$ cat src/rtl/io_bank_pwr_seq_if.sv
// Control/status bundle between the IO ring power manager and io_bank_pwr_seq.
// The sequencer attaches to the slave modport and the power manager to the master modport.
interface io_bank_pwr_seq_if #(
    parameter int NUM_BANKS = 4
);
    logic                 pwr_req_i;
    logic                 ret_req_i;
    logic                 vddio_good_i;
    logic [NUM_BANKS-1:0] bank_en_o;
    logic                 pad_ret_o;
    logic                 ready_o;
    logic                 fault_o;

    modport master (
        output pwr_req_i, ret_req_i, vddio_good_i,
        input  bank_en_o, pad_ret_o, ready_o, fault_o
    );

    modport slave (
        input  pwr_req_i, ret_req_i, vddio_good_i,
        output bank_en_o, pad_ret_o, ready_o, fault_o
    );
endinterface

$ cat src/rtl/io_bank_pwr_seq.sv
// IO pad bank power sequencer: waits for a stable VDDIO, then enables banks in a staggered order.
// Define IO_SEQ_FAULT_LATCH_EN to latch supply loss in a sticky FAULT state instead of auto-retrying.
module io_bank_pwr_seq #(
    parameter int NUM_BANKS      = 4,
    parameter int STABLE_CYCLES  = 16,
    parameter int STAGGER_CYCLES = 8
) (
    input  logic               clk,
    input  logic               rst,
    io_bank_pwr_seq_if.slave   bus
);
    localparam int STAG_TOTAL = NUM_BANKS * STAGGER_CYCLES;
    localparam int MAX_CNT    = (STABLE_CYCLES > STAG_TOTAL) ? STABLE_CYCLES : STAG_TOTAL;
    localparam int CNT_W      = $clog2(MAX_CNT + 1);

    typedef enum logic [2:0] {
        S_OFF     = 3'd0,
        S_STABLE  = 3'd1,
        S_STAGGER = 3'd2,
        S_ON      = 3'd3,
        S_RETAIN  = 3'd4
`ifdef IO_SEQ_FAULT_LATCH_EN
        ,
        S_FAULT   = 3'd5
`endif
    } state_t;

    state_t               r_state;
    logic [CNT_W-1:0]     r_cnt;
    logic [CNT_W-1:0]     r_due;
    logic [NUM_BANKS-1:0] r_bank_en;
    logic                 r_pad_ret;
    logic                 r_ready;
`ifdef IO_SEQ_FAULT_LATCH_EN
    logic                 r_fault;
`endif

    logic [CNT_W-1:0]     w_cnt_inc;
    logic                 w_go_off;
    logic                 w_supply_lost;

    // Next counter value and the two high-priority exit conditions.
    always_comb begin
        w_cnt_inc     = r_cnt + CNT_W'(1);
        w_go_off      = 1'b0;
        w_supply_lost = 1'b0;
`ifdef IO_SEQ_FAULT_LATCH_EN
        if (r_state != S_FAULT) begin
            w_go_off = ~bus.pwr_req_i;
        end else begin
            w_go_off = 1'b0;
        end
`else
        w_go_off = ~bus.pwr_req_i;
`endif
        if ((r_state == S_STAGGER) || (r_state == S_ON) || (r_state == S_RETAIN)) begin
            w_supply_lost = ~bus.vddio_good_i;
        end else begin
            w_supply_lost = 1'b0;
        end
    end

    // Sequencer FSM with registered outputs; request drop beats supply loss beats retention.
    always_ff @(posedge clk) begin
        if (rst) begin
            r_state   <= S_OFF;
            r_cnt     <= '0;
            r_due     <= '0;
            r_bank_en <= '0;
            r_pad_ret <= 1'b0;
            r_ready   <= 1'b0;
`ifdef IO_SEQ_FAULT_LATCH_EN
            r_fault   <= 1'b0;
`endif
        end else if (w_go_off) begin
            r_state   <= S_OFF;
            r_cnt     <= '0;
            r_bank_en <= '0;
            r_pad_ret <= 1'b0;
            r_ready   <= 1'b0;
        end else if (w_supply_lost) begin
`ifdef IO_SEQ_FAULT_LATCH_EN
            r_state   <= S_FAULT;
            r_fault   <= 1'b1;
`else
            r_state   <= S_STABLE;
`endif
            r_cnt     <= '0;
            r_bank_en <= '0;
            r_pad_ret <= 1'b0;
            r_ready   <= 1'b0;
        end else begin
            case (r_state)
                S_OFF: begin
                    r_cnt <= '0;
                    if (bus.pwr_req_i) begin
                        r_state <= S_STABLE;
                    end else begin
                        r_state <= S_OFF;
                    end
                end
                S_STABLE: begin
                    if (!bus.vddio_good_i) begin
                        r_cnt <= '0;
                    end else if (w_cnt_inc == CNT_W'(STABLE_CYCLES)) begin
                        r_state   <= S_STAGGER;
                        r_cnt     <= '0;
                        r_due     <= CNT_W'(STAGGER_CYCLES);
                        r_bank_en <= NUM_BANKS'(1);
                    end else begin
                        r_cnt <= w_cnt_inc;
                    end
                end
                S_STAGGER: begin
                    if (w_cnt_inc == CNT_W'(STAG_TOTAL)) begin
                        r_state   <= S_ON;
                        r_cnt     <= '0;
                        r_bank_en <= '1;
                        r_ready   <= 1'b1;
                    end else begin
                        r_cnt <= w_cnt_inc;
                        // Shifting in a one keeps enables contiguous from bank 0 upward.
                        if (w_cnt_inc == r_due) begin
                            r_bank_en <= r_bank_en | (r_bank_en << 1);
                            r_due     <= r_due + CNT_W'(STAGGER_CYCLES);
                        end else begin
                            r_bank_en <= r_bank_en;
                        end
                    end
                end
                S_ON: begin
                    if (bus.ret_req_i) begin
                        r_state   <= S_RETAIN;
                        r_pad_ret <= 1'b1;
                        r_ready   <= 1'b0;
                    end else begin
                        r_state <= S_ON;
                    end
                end
                S_RETAIN: begin
                    if (!bus.ret_req_i) begin
                        r_state   <= S_ON;
                        r_pad_ret <= 1'b0;
                        r_ready   <= 1'b1;
                    end else begin
                        r_state <= S_RETAIN;
                    end
                end
`ifdef IO_SEQ_FAULT_LATCH_EN
                S_FAULT: begin
                    if (!bus.pwr_req_i) begin
                        r_state <= S_OFF;
                        r_fault <= 1'b0;
                    end else begin
                        r_state <= S_FAULT;
                    end
                end
`endif
                default: begin
                    r_state   <= S_OFF;
                    r_cnt     <= '0;
                    r_bank_en <= '0;
                    r_pad_ret <= 1'b0;
                    r_ready   <= 1'b0;
                end
            endcase
        end
    end

    assign bus.bank_en_o = r_bank_en;
    assign bus.pad_ret_o = r_pad_ret;
    assign bus.ready_o   = r_ready;
`ifdef IO_SEQ_FAULT_LATCH_EN
    assign bus.fault_o   = r_fault;
`else
    assign bus.fault_o   = 1'b0;
`endif

endmodule
$ cat src/flat_wrapper.sv
// flat-port wrapper written by rule: the top's interface ports become plain ports
module io_bank_pwr_seq_flat 
#(
    parameter int NUM_BANKS      = 4,
    parameter int STABLE_CYCLES  = 16,
    parameter int STAGGER_CYCLES = 8
)
  (clk, rst, bus_pwr_req_i, bus_ret_req_i, bus_vddio_good_i, bus_bank_en_o, bus_pad_ret_o, bus_ready_o, bus_fault_o);
  io_bank_pwr_seq_if #(.NUM_BANKS(NUM_BANKS)) bus_i ();
  input  logic clk;
  input  logic rst;
  input wire logic [$bits(bus_i.pwr_req_i)-1:0] bus_pwr_req_i;
  input wire logic [$bits(bus_i.ret_req_i)-1:0] bus_ret_req_i;
  input wire logic [$bits(bus_i.vddio_good_i)-1:0] bus_vddio_good_i;
  output wire logic [$bits(bus_i.bank_en_o)-1:0] bus_bank_en_o;
  output wire logic [$bits(bus_i.pad_ret_o)-1:0] bus_pad_ret_o;
  output wire logic [$bits(bus_i.ready_o)-1:0] bus_ready_o;
  output wire logic [$bits(bus_i.fault_o)-1:0] bus_fault_o;
  assign bus_i.pwr_req_i = bus_pwr_req_i;
  assign bus_i.ret_req_i = bus_ret_req_i;
  assign bus_i.vddio_good_i = bus_vddio_good_i;
  assign bus_bank_en_o = bus_i.bank_en_o;
  assign bus_pad_ret_o = bus_i.pad_ret_o;
  assign bus_ready_o = bus_i.ready_o;
  assign bus_fault_o = bus_i.fault_o;
  io_bank_pwr_seq #(.NUM_BANKS(NUM_BANKS), .STABLE_CYCLES(STABLE_CYCLES), .STAGGER_CYCLES(STAGGER_CYCLES)) u_core (.clk(clk), .rst(rst), .bus(bus_i));
endmodule
$ cat config.mk
export PLATFORM = sky130hd
export DESIGN_NAME = io_bank_pwr_seq_flat
export DESIGN_NICKNAME = d
export VERILOG_FILES = /design/src/rtl/io_bank_pwr_seq_if.sv /design/src/rtl/io_bank_pwr_seq.sv /design/src/flat_wrapper.sv
export SDC_FILE = /design/constraint.sdc
export NUM_CORES = 1
export LEC_CHECK = 0
export CAP_MARGIN = 10
export CORE_ASPECT_RATIO = 0.75
export CORE_MARGIN = 2
export CORE_UTILIZATION = 56
export CTS_CLUSTER_DIAMETER = 60
export DETAILED_ROUTE_END_ITERATION = 16
export PLACE_DENSITY_LB_ADDON = 0.15
export SKIP_CTS_REPAIR_TIMING = 1
export SYNTH_ARGS = -nofsm -noshare
export SYNTH_HDL_FRONTEND = slang
export SYNTH_SLANG_ARGS = --single-unit
export TNS_END_PERCENT = 30
$ cat constraint.sdc
create_clock -name clk -period 2.1 [get_ports clk]
set_input_delay 0.315 -clock clk [delete_from_list [all_inputs] [get_ports clk]]
set_output_delay 0.315 -clock clk [all_outputs]
set_load 0.02 [all_outputs]
# --- Yosys cells after proc, flatten, opt, wreduce, memory -nomap -nowiden ---
# Index checks and enable logic that the tools add are counted.
totals:
  out_inout_bits: 7
  reg_bits: 21
op_classes:
  muxes: 28
  n_eq_ne: 18
  n_addsub: 2
  bitwise: 7
  reduce_logical: 16
op_table:
  columns: ["op", "count"]
  rows:
  - ["2-to-1 mux 6 bit", 7]
  - ["one-hot mux 6 bit (3 select lines)", 1]
  - ["2-to-1 mux 4 bit", 4]
  - ["2-to-1 mux 3 bit", 4]
  - ["inequality test 2 bit, second input constant", 6]
  - ["one-hot mux 3 bit (4 select lines)", 1]
  - ["one-hot mux 4 bit (3 select lines)", 1]
  - ["one-hot mux 6 bit (2 select lines)", 1]
  - ["AND reduction 3 bit", 3]
  - ["OR reduction 3 bit", 3]
  - ["AND reduction 4 bit", 2]
  - ["2-to-1 mux 1 bit", 7]
  - ["AND reduction 7 bit", 1]
  - ["adder 6 x 1 -> 6 bit, second input constant", 1]
  - ["adder 6 x 4 -> 6 bit, second input constant", 1]
  - ["== test 3 x 2 -> 1 bit, second input constant", 2]
  - ["== test 6 x 5 -> 1 bit, second input constant", 1]
  - ["== test 6 bit", 1]
  - ["== test 6 bit, second input constant", 1]
  - ["inequality test 3 x 2 -> 1 bit, second input constant", 2]
  - ["inverter 1 bit", 6]
  - ["OR reduction 2 bit", 3]
  - ["OR 4 bit", 1]
  - ["one-hot mux 1 bit (4 select lines)", 1]
  - ["9 further kinds", 10]

# --- Depth between registers and ports, before layout ---
# Gate-level depths: netlist of the first run.
depth:
  depth_word: 6
  mapped_depth: 8
  ltp_nobuf: 7

# --- Worst setup path after synthesis of the first run ---
# Ideal clock, no wire load.
synth_timing:
  path_type: "flip-flop to flip-flop"
  startpoint: "reg u_core.r_cnt[0]"
  endpoint: "reg u_core.r_due[3]"
  t_arrival_ns: 1.672
  path_stages_with_launch: 7
  setup_time_ns: 0.116
  path_slack_ns: 0.312
  path_cell_list: "dfxtp_1 > ha_1 > nand2_1 > or2_4 > and3_4 > a32o_1 > o211a_1"
synth_via:
  elab_chain_len: 4
synth_rtl:
  columns: ["element", "line_no", "rtl"]
  rows:
  - ["from (decl)", "io_bank_pwr_seq.sv:29", "logic [CNT_W-1:0] r_cnt;"]
  - ["from (signal assigned)", "io_bank_pwr_seq.sv:111", "r_cnt <= w_cnt_inc;"]
  - ["from (signal assigned)", "io_bank_pwr_seq.sv:121", "r_cnt <= w_cnt_inc;"]
  - ["adder 6 x 1 -> 6 bit *", "io_bank_pwr_seq.sv:44", "w_cnt_inc = r_cnt + CNT_W'(1);"]
  - ["== test 6 bit (tied with other cells)", "io_bank_pwr_seq.sv:115", "if (w_cnt_inc == CNT_W'(STAG_TOTAL)) begin"]
  - ["inequality test 2 bit (no line) or inequality test 2 x 1 -> 1 bit (tied branches)", null, null]
  - ["AND reduction 7 bit (no line) *", null, null]
  - ["to (signal assigned)", "io_bank_pwr_seq.sv:108", "r_due <= CNT_W'(STAGGER_CYCLES);"]
  - ["to (signal assigned)", "io_bank_pwr_seq.sv:125", "r_due <= r_due + CNT_W'(STAGGER_CYCLES);"]
  - ["to (decl)", "io_bank_pwr_seq.sv:30", "logic [CNT_W-1:0] r_due;"]
# Every way passes the cells marked *; elsewhere a longest branch is shown, timed or not.
# A chain may end at the register's enable or synchronous reset.

# --- Final worst setup path of the first run ---
layout_timing:
  startpoint: "reg u_core.r_cnt[4]"
  endpoint: "reg u_core.r_state[1]"
layout_via:
  elab_chain_len: 4
layout_rtl:
  columns: ["element", "line_no", "rtl"]
  rows:
  - ["adder 6 x 1 -> 6 bit *", "io_bank_pwr_seq.sv:44", null]
  - ["== test 6 bit or == test 6 x 5 -> 1 bit (tied branches)", "io_bank_pwr_seq.sv:115, io_bank_pwr_seq.sv:105", null]
  - ["inequality test 2 bit (no line) or inequality test 2 x 1 -> 1 bit (tied branches)", null, null]
  - ["AND reduction 3 bit (no line) *", null, null]
  - ["to (signal assigned)", "io_bank_pwr_seq.sv:66", "r_state <= S_OFF;"]
  - ["to (signal assigned)", "io_bank_pwr_seq.sv:116", "r_state <= S_ON;"]
  - ["to (signal assigned)", "io_bank_pwr_seq.sv:133", "r_state <= S_RETAIN;"]
  - ["to (decl)", "io_bank_pwr_seq.sv:28", "state_t r_state;"]
# Marks and branches as above.

==> impl_metrics.csv, run 1 <==
group,metric,value,unit
cells_and_area,antennaDiodeCount,0,
detailed_routing,drtIter0Drc,92,
detailed_routing,first_pass_iters,10,
yosys,seq_area_frac_synth,28.4,%
pwr,power,569,µW
floorplanning,fp.dieW,58.9,µm
yosys,syn_inst,165,
yosys,syn_avg_cell_area,7.68,µm²
pwr,peakVddDrop,0.396,mV
placed_design,dpl.hpwl,2250,µm
setup_path,cp-end-kind,"flip-flop",
setup_path,r2r_cells,6,
flow_run,cap_violations,0,
cells_and_area,fill_cells,173,
cts,cts_buffers,3,
hold_path,hp-start,"u_core.bus.ready_o",
floorplanning,initial_core_util,61.3,%
grt,grt_antenna_before_repair,0,
setup_path,crit_type,"reg2reg",
cts,cts_sinks,18,
grt,grt_pass1_wl,5100,µm
setup_path,worstPathRequired,2320,ps
sta,rsz0062_at_grt,"false",
setup_path,critPathMaxFanout,9,
cts,clk_latency,290,ps
status,failed_checks,"DRC",
cts,h-tree-depth,1,
sta,fin_setup_tns,0,ps
grt,grt_max_degree,15,
floorplanning,coreArea,2070,µm²
sta,hold_violations,0,
cells_and_area,multi_input_area,837,µm²
floorplanning,io_pins,12,
hold_path,min_to,"u_core.bus.ready_o",
detailed_routing,via_count,1261,
cells_and_area,seq_area,364,µm²
yosys,synthesis.nets,172,
yosys,ys_async_sr_fraction,0,%
cells_and_area,synthToLayoutAreaGrowth,13.0,%
sta,setup_viol,0,
cts,cts_tree,"done",
grt,grt_pass1_vias,1070,
yosys,synth_area,1270,µm²
placed_design,gp_congestion,0.938,
yosys,ys_seq_elements,18,
detailed_routing,detail-route-antenna-nets,0,
detailed_routing,viasPerCell,6.31,
placed_design,port_buffers,10,
sta,post-route-min-period,1920,ps
status,status,"finished with violations",
cells_and_area,nets,185,
yosys,ys.flop_type,"dfxtp_1",
grt,grt_use_total,25.6,%
detailed_routing,totalWireLength,3010,µm
hold_path,hold_path.class,"reg2reg",
yosys,synth-edff-count,0,
pwr,p_per_area,397,nW/µm²
hold_path,holdPathStages,1,
grt,overflow,0,
floorplanning,die_h,45.2,µm
cts,clk_pin_slew,100,ps
floorplanning,num_rows,14,
setup_path,cp.arrival,2140,ps
yosys,synth_area_leaders,"dfxtp_1 (28%), a21oi_1 (5.9%), nor2_1 (5.6%), nand2_1 (4.4%), a31oi_1 (3.9%)",
cts,ctsLongestPathBuffers,2,
setup_path,r2r_start,"u_core.r_cnt[4]",
setup_path,worst_r2r_endpoint,"u_core.r_state[1]",
yosys,synth_cell_types,51,
sta,clock.fmax,522,MHz
yosys,yosys.area.top_type,"dfxtp_1",
cells_and_area,drive_gt1_share,13.1,%
pwr,leakage,0.519,nW
yosys,yosysTopAreaCellShare,28.4,%
sta,post-route-period-util,91.2,%
floorplanning,die-area,2660,µm²
cts,root_buffer,"clkbuf_4",
yosys,yosysWarningCount,0,
sta,maxSlewViolCount,0,
sta,fin_skew,6.54,ps
setup_path,rrSetupSlack,180,ps
detailed_routing,wl_per_cell,15.0,µm
detailed_routing,drc,2,
setup_path,startpoint_type,"flip-flop",
[sequential cells by signal, indices dropped and copies added, names as in the netlist]
name                  cells
u_core.r_state            3
u_core.bus.ready_o        1
u_core.bus.pad_ret_o      1
u_core.bus.bank_en_o      4
u_core.r_due              3
u_core.r_cnt              6
[report_power, final]
group / switching, mW / internal (mW)
sequential: 0.00493 / 0.343
combinational: 0.0311 / 0.0222
clock: 0.101 / 0.0668
[synthesized netlist by cell type (all sizes together) (4+ instances only)]
cell type / n
nand3: 5
inv: 5
o21ai: 13
a21oi: 15
dfxtp: 18
clkbuf: 6
a211oi: 4
nand2b: 6
nor2: 20
nand2: 15
a31oi: 8
buf: 4
[cell usage in the layout, fill, tap and decap left out, types with 3 or more instances in the layout]
cell / n
nor2_1: 19
o21bai_1: 3
clkbuf_4: 3
a31oi_1: 8
nand2b_1: 6
clkdlybuf4s50_1: 10
nand2_1: 15
nor3_1: 3
dfxtp_1: 15
o21ai_0: 10
a21oi_1: 15
nand4b_1: 3
dfxtp_2: 3
inv_1: 5
nand3_1: 4
buf_4: 8
a21o_1: 3
[how the worst max path moves through the flow]
stage | slack (ps) | endpoint | depth (start not counted) | start
global placement | 180 | u_core.r_due[3] | 6 | u_core.r_cnt[3]
finish | 180 | u_core.r_state[1] | 6 | u_core.r_cnt[4]
global route | 70 | u_core.bus.bank_en_o[3] | 6 | u_core.r_cnt[4]
detailed placement | 120 | u_core.r_due[3] | 6 | u_core.r_cnt[3]
CTS | 100 | u_core.r_due[3] | 6 | u_core.r_cnt[3]
floorplan | 310 | u_core.r_due[3] | 6 | u_core.r_cnt[0]
[layer usage]
layer  up-vias  part of all wire, %  GRT usage (%)
li1        629                    -              -
met1       575                   49           37.1
met2        55                   43           37.6
met3         2                  7.7           6.02
met4         0                 0.63           8.18
met5         -                    0              0
[cells by family after synthesis]
family | Yosys count | share of synthesized area [%]
adders and majority gates | 2 | 1.97
DFF | 18 | 28.4
AOI/OAI and AO/OA | 59 | 31.6
muxes | 1 | 0.790
xor gates and xnor gates | 3 | 3.16
and+or+nand+nor | 66 | 28.2
other | 1 | 0.296
buffers and inverters | 15 | 5.53
[through the flow]
step | util, % | area, µm² | hold WS (ps) | instances | setup slack [ps]
after floorplan | - | 1270 | 380 | 165 | 312
after global placement | 68.0 | 1410 | 453 | 197 | 176
after detailed placement | 68.0 | 1410 | 454 | 197 | 119
after CTS | 69.1 | 1430 | 479 | 200 | 97.3
after global routing | 69.3 | 1430 | 502 | 200 | 74.9
final | 69.3 | 1430 | 472 | 200 | 184
[critical path, stage by stage, from the launching register on]
cell and delay (ps):
dfxtp_1 500, a21bo_2 260, o21ai_1 240, and2_1 330, nand3_1 160, a21o_1 210
a21oi_1 150
[final cells by class]
cell class / count / share of cell area, %
clock buffer: 3 / 1.57
sequential: 18 / 25.4
inverter: 5 / 1.31
tap: 24 / 2.10
timing repair buffer: 18 / 11.2
multi-input combinational: 132 / 58.4
(Power assumes the default switching activity.)
==> run 2: changes to the inputs <==
--- a/config.mk
+++ b/config.mk
@@ -11,6 +11,7 @@
 export CORE_UTILIZATION = 56
 export CTS_CLUSTER_DIAMETER = 60
 export DETAILED_ROUTE_END_ITERATION = 16
+export GPL_TIMING_DRIVEN = 0
 export PLACE_DENSITY_LB_ADDON = 0.15
 export SKIP_CTS_REPAIR_TIMING = 1
 export SYNTH_ARGS = -nofsm -noshare
==> run 2 against run 1 <==
  * The run still ends with DRC left
  * Combinational power increased by 4.7%
  * Critical endpoint unchanged
  * Maximum frequency decreased by 2.3%
  * Sequential power decreased by 1%
  * Critical path type unchanged
==> impl_metrics.csv, run 2 (synthesized netlist as in run 1, its figures left out) <==
group,metric,value,unit
sta,worst_slack,140,ps
grt,grt_use_total,26.2,%
cells_and_area,design_area,1430,µm²
detailed_routing,via_count,1266,
detailed_routing,detail-route-antenna-nets,0,
floorplanning,initial_core_util,61.3,%
cells_and_area,antennaDiodeCount,0,
floorplanning,io_pins,12,
pwr,peakVddDrop,0.394,mV
cells_and_area,drive_gt1_share,10.7,%
floorplanning,coreArea,2070,µm²
detailed_routing,drtIter0Drc,96,
sta,tightest_slew,620,ps
cells_and_area,synthToLayoutAreaGrowth,12.4,%
cts,cts_buffers,3,
sta,fin_skew,7.64,ps
pwr,power,575,µW
setup_path,cp.arrival,2190,ps
setup_path,worstPathRequired,2330,ps
placed_design,gp_congestion,0.912,
grt,overflow,0,
cells_and_area,layout_commonest_cell,"nor2_1",
sta,hold_violations,0,
hold_path,hold_path.class,"reg2reg",
status,failed_checks,"DRC",
placed_design,dpl.hpwl,2330,µm
detailed_routing,first_pass_iters,10,
setup_path,crit_type,"reg2reg",
cts,ctsLongestPathBuffers,2,
sta,maxSlewHeadroom,58.7,%
setup_path,startpoint_type,"flip-flop",
cells_and_area,nets,187,
pwr,p_per_area,404,nW/µm²
cells_and_area,final_cell_mix,"nor2_1 (19), dfxtp_1 (16), a21oi_1 (15), nand2_1 (15)",
cts,cts_tree,"done",
sta,post-route-period-util,93.3,%
cells_and_area,utilization,68.9,%
placed_design,dp_slack,36.2,ps
detailed_routing,drc,2,
cts,h-tree-depth,1,
grt,grt_pass1_vias,1134,
sta,maxSlewViolCount,0,
detailed_routing,wl_per_cell,15.6,µm
detailed_routing,viasPerCell,6.27,
sta,clock.fmax,510,MHz
cells_and_area,regMostFlops,"u_core.r_cnt",
grt,grt_pass1_wl,5150,µm
floorplanning,die-area,2660,µm²
cts,root_buffer,"clkbuf_4",
cts,clk_pin_slew,90,ps
placed_design,port_buffers,10,
setup_path,cp-end-kind,"flip-flop",
sta,setup_viol,0,
sta,hold_ws,477,ps
flow_run,cap_violations,0,
sta,post-route-min-period,1960,ps
detailed_routing,totalWireLength,3160,µm
cells_and_area,largest_reg_flops,6,
grt,grt_max_degree,11,
cts,clk_latency,300,ps
status,status,"finished with violations",
cts,cts_sinks,18,
setup_path,critPathMaxFanout,9,
floorplanning,fp.dieW,58.9,µm
pwr,leakage,0.507,nW
floorplanning,num_rows,14,
placed_design,placed_area,1400,µm²
grt,grt_antenna_before_repair,0,
floorplanning,die_h,45.2,µm
## run 2: cell count changes in the layout (fill, tap and decap cells not counted)
cell      change
buf_2         +2
buf_4         -7
buf_6         +1
clkbuf_1      +6
dfxtp_1       +1
dfxtp_2       -1
ha_1          -1
ha_2          +1
## run 2: layout make-up
class	instances	area (µm²)
Inverter	5	18.8
Fill cell	186	642
Clock buffer	3	22.5
Timing Repair Buffer	10	100
Multi-Input combinational cell	132	840
Buffer	10	51.3
Tap cell	24	30.0
Sequential cell	18	363
## run 2: final timing paths
| check | slack, ps | from | cells after the start | end |
|---|---|---|---|---|
| worst min-delay path | 480 | u_core.bus.ready_o | 1 | u_core.bus.ready_o |
| worst max register to register | 140 | u_core.r_cnt[0] | 8 | u_core.r_state[1] |
| worst max-delay path | 140 | u_core.r_cnt[0] | 8 | u_core.r_state[1] |
| worst min register to register | 480 | u_core.bus.ready_o | 1 | u_core.bus.ready_o |
## run 2: worst max-delay path: stages (launching register included)
cell,delay (ps)
dfxtp_2,430
ha_2,270
nand2_1,120
nor2_1,180
and2_1,140
clkbuf_1,250
nand3_1,180
a21o_1,200
a21oi_1,120
## run 2: where the power goes
part | switching (mW) | internal (mW) | total, mW
Sequential | 0.00152 | 0.343 | 0.344
Clock | 0.108 | 0.0669 | 0.175
Combinational | 0.0349 | 0.0210 | 0.0559
## run 2: stage by stage
step / setup TNS, ps / std cells
detailed placement: 0 / 199
CTS: 0 / 202
global placement: 0 / 199
floorplan: 0 / 165
finish: 0 / 202
global route: -0.0218 / 202
## run 2: routing by layer
layer | part of all wire [%] | vias up | global-route usage [%] | wire length, µm
li1 | - | 630 | - | -
met1 | 45 | 569 | 35.1 | 1410
met2 | 45 | 63 | 43.3 | 1410
met3 | 10 | 4 | 6.88 | 319
met4 | 0.60 | 0 | 4.55 | 19
met5 | 0 | - | 0 | 0
==> run 3: changes to the inputs <==
--- a/config.mk
+++ b/config.mk
@@ -7,11 +7,11 @@
 export LEC_CHECK = 0
 export CAP_MARGIN = 10
 export CORE_ASPECT_RATIO = 0.75
-export CORE_MARGIN = 2
 export CORE_UTILIZATION = 56
 export CTS_CLUSTER_DIAMETER = 60
 export DETAILED_ROUTE_END_ITERATION = 16
 export GPL_TIMING_DRIVEN = 0
+export HOLD_SLACK_MARGIN = 0.12
 export PLACE_DENSITY_LB_ADDON = 0.15
 export SKIP_CTS_REPAIR_TIMING = 1
 export SYNTH_ARGS = -nofsm -noshare
==> run 3 against run 2 <==
  * The run still ends with DRC left
  * Design area rose by 0.18%
  * Routed wire length rose by 0.89%
  * Clock skew rose by 1.9 ps
  * Count of clock-buffer cells in the layout did not move
  * Largest cell class unchanged
  * First-iteration DRC count fell by 5.2%
  * Clock power barely moved
==> impl_metrics.csv, run 3 (synthesized netlist as in run 1, its figures left out) <==
group,metric,value,unit
status,status,"finished with violations",
floorplanning,io_pins,12,
setup_path,startpoint_type,"flip-flop",
cells_and_area,seq_area,363,µm²
pwr,swShare,25.0,%
grt,grt_use_total,28.8,%
setup_path,slowest_delay,550,ps
sta,maxSlewViolCount,0,
flow_run,cap_violations,0,
pwr,internal_power,431,µW
grt,grt_max_degree,11,
setup_path,worstPathRequired,2320,ps
cells_and_area,nets,186,
grt,grt_pass1_vias,1181,
detailed_routing,drtIter0Drc,91,
detailed_routing,viasPerCell,6.44,
pwr,pwr-share-seq,59.9,%
placed_design,dpl.hpwl,2330,µm
setup_path,crit_chain,"buf_6, nand2_1, or4b_4, o21ai_4, a31oi_1, a211oi_2",
cells_and_area,drive_gt1_share,11.9,%
floorplanning,die_h,43.2,µm
cts,clk_latency,300,ps
sta,post-route-period-util,91.9,%
setup_path,critPathMaxFanout,10,
cts,ctsLongestPathBuffers,2,
placed_design,port_buffers,10,
pwr,combPwrFrac,9.9,%
setup_path,crit_buf_inv,1,
floorplanning,fp.dieW,56.9,µm
sta,hold_ws,475,ps
pwr,p_switching,144,µW
detailed_routing,totalWireLength,3180,µm
cells_and_area,layout_commonest_cell,"nor2_1",
placed_design,placed_cells,199,
detailed_routing,detail-route-antenna-nets,0,
cells_and_area,largest_reg_flops,6,
sta,fin_skew,9.58,ps
cells_and_area,multi_input_area,845,µm²
sta,clock.fmax,518,MHz
grt,grt_antenna_before_repair,0,
cells_and_area,final_cell_mix,"nor2_1 (19), dfxtp_1 (16), a21oi_1 (15), nand2_1 (15)",
cells_and_area,antennaDiodeCount,0,
floorplanning,coreArea,2070,µm²
setup_path,cp_top_family,"simple AND/OR/NAND/NOR gates",
setup_path,critPathSlowestCell,"or4b_4",
sta,hold_violations,0,
cts,root_buffer,"clkbuf_4",
setup_path,crit_type,"reg2reg",
cts,cts_tree,"done",
pwr,peakVddDrop,0.402,mV
cells_and_area,instances_no_fill,201,
cells_and_area,synthToLayoutAreaGrowth,12.6,%
cts,cts_sinks,18,
pwr,leakage,0.509,nW
sta,post-route-min-period,1930,ps
cts,cts_buffers,3,
cts,h-tree-depth,1,
floorplanning,die-area,2460,µm²
hold_path,hold_path.class,"reg2reg",
detailed_routing,first_pass_iters,10,
detailed_routing,drc,4,
setup_path,cp.arrival,2150,ps
detailed_routing,wl_per_cell,15.8,µm
placed_design,gp_congestion,0.902,
floorplanning,num_rows,14,
cells_and_area,fill_cells,187,
grt,overflow,0,
floorplanning,initial_core_util,61.3,%
pwr,p_per_area,403,nW/µm²
sta,rsz0062_at_grt,"false",
status,failed_checks,"DRC",
grt,grt_pass1_wl,5380,µm
setup_path,cp-end-kind,"flip-flop",
cells_and_area,regMostFlops,"u_core.r_cnt",
detailed_routing,via_count,1295,
cts,clk_pin_slew,110,ps
pwr,pwr-share-clk,30.2,%
sta,setup_viol,0,
==> run 3: metal layers <==
metal | GRT usage, % | wire length [µm] | vias up
met5 | 0 | 0 | -
met4 | 10.7 | 33 | 0
met3 | 7.62 | 255 | 4
met2 | 46.4 | 1490 | 54
met1 | 37.1 | 1410 | 608
li1 | - | - | 629
==> run 3: layout make-up <==
type	instances	share of cell area, %
Sequential cell	18	25.4
Buffer	9	3.42
Multi-Input combinational cell	132	59.2
Clock buffer	3	1.58
Timing Repair Buffer	10	7.01
Tap cell	24	2.10
Inverter	5	1.31
==> run 3: worst paths after layout <==
path | from | endpoint | slack (ps) | cells after the start
max reg2reg | u_core.r_cnt[3] | u_core.r_due[5] | 170 | 6
max | u_core.r_cnt[3] | u_core.r_due[5] | 170 | 6
min | u_core.bus.ready_o | u_core.bus.ready_o | 470 | 1
min reg2reg | u_core.bus.ready_o | u_core.bus.ready_o | 470 | 1
==> run 3: power by group through the flow <==
stage,clock [mW],combinational [mW],sequential (mW)
global placement,0,0.0533,0.352
finish,0.174,0.0568,0.344
floorplan,0,0.0347,0.352
CTS,0.183,0.0549,0.344
global route,0.190,0.0625,0.345
detailed placement,0,0.0540,0.352
==> run 3: through the flow <==
stage                     util, %  power, mW  setup WS, ps  cell area (µm²)  setup TNS (ps)
after floorplan                 -      0.386           312             1270               0
after global placement       67.6      0.405          67.9             1400               0
after detailed placement     67.6      0.406          5.70             1400               0
after CTS                    68.7      0.582         -13.0             1420           -15.4
after global routing         69.1      0.597          38.5             1430               0
final                        69.1      0.575           171             1430               0
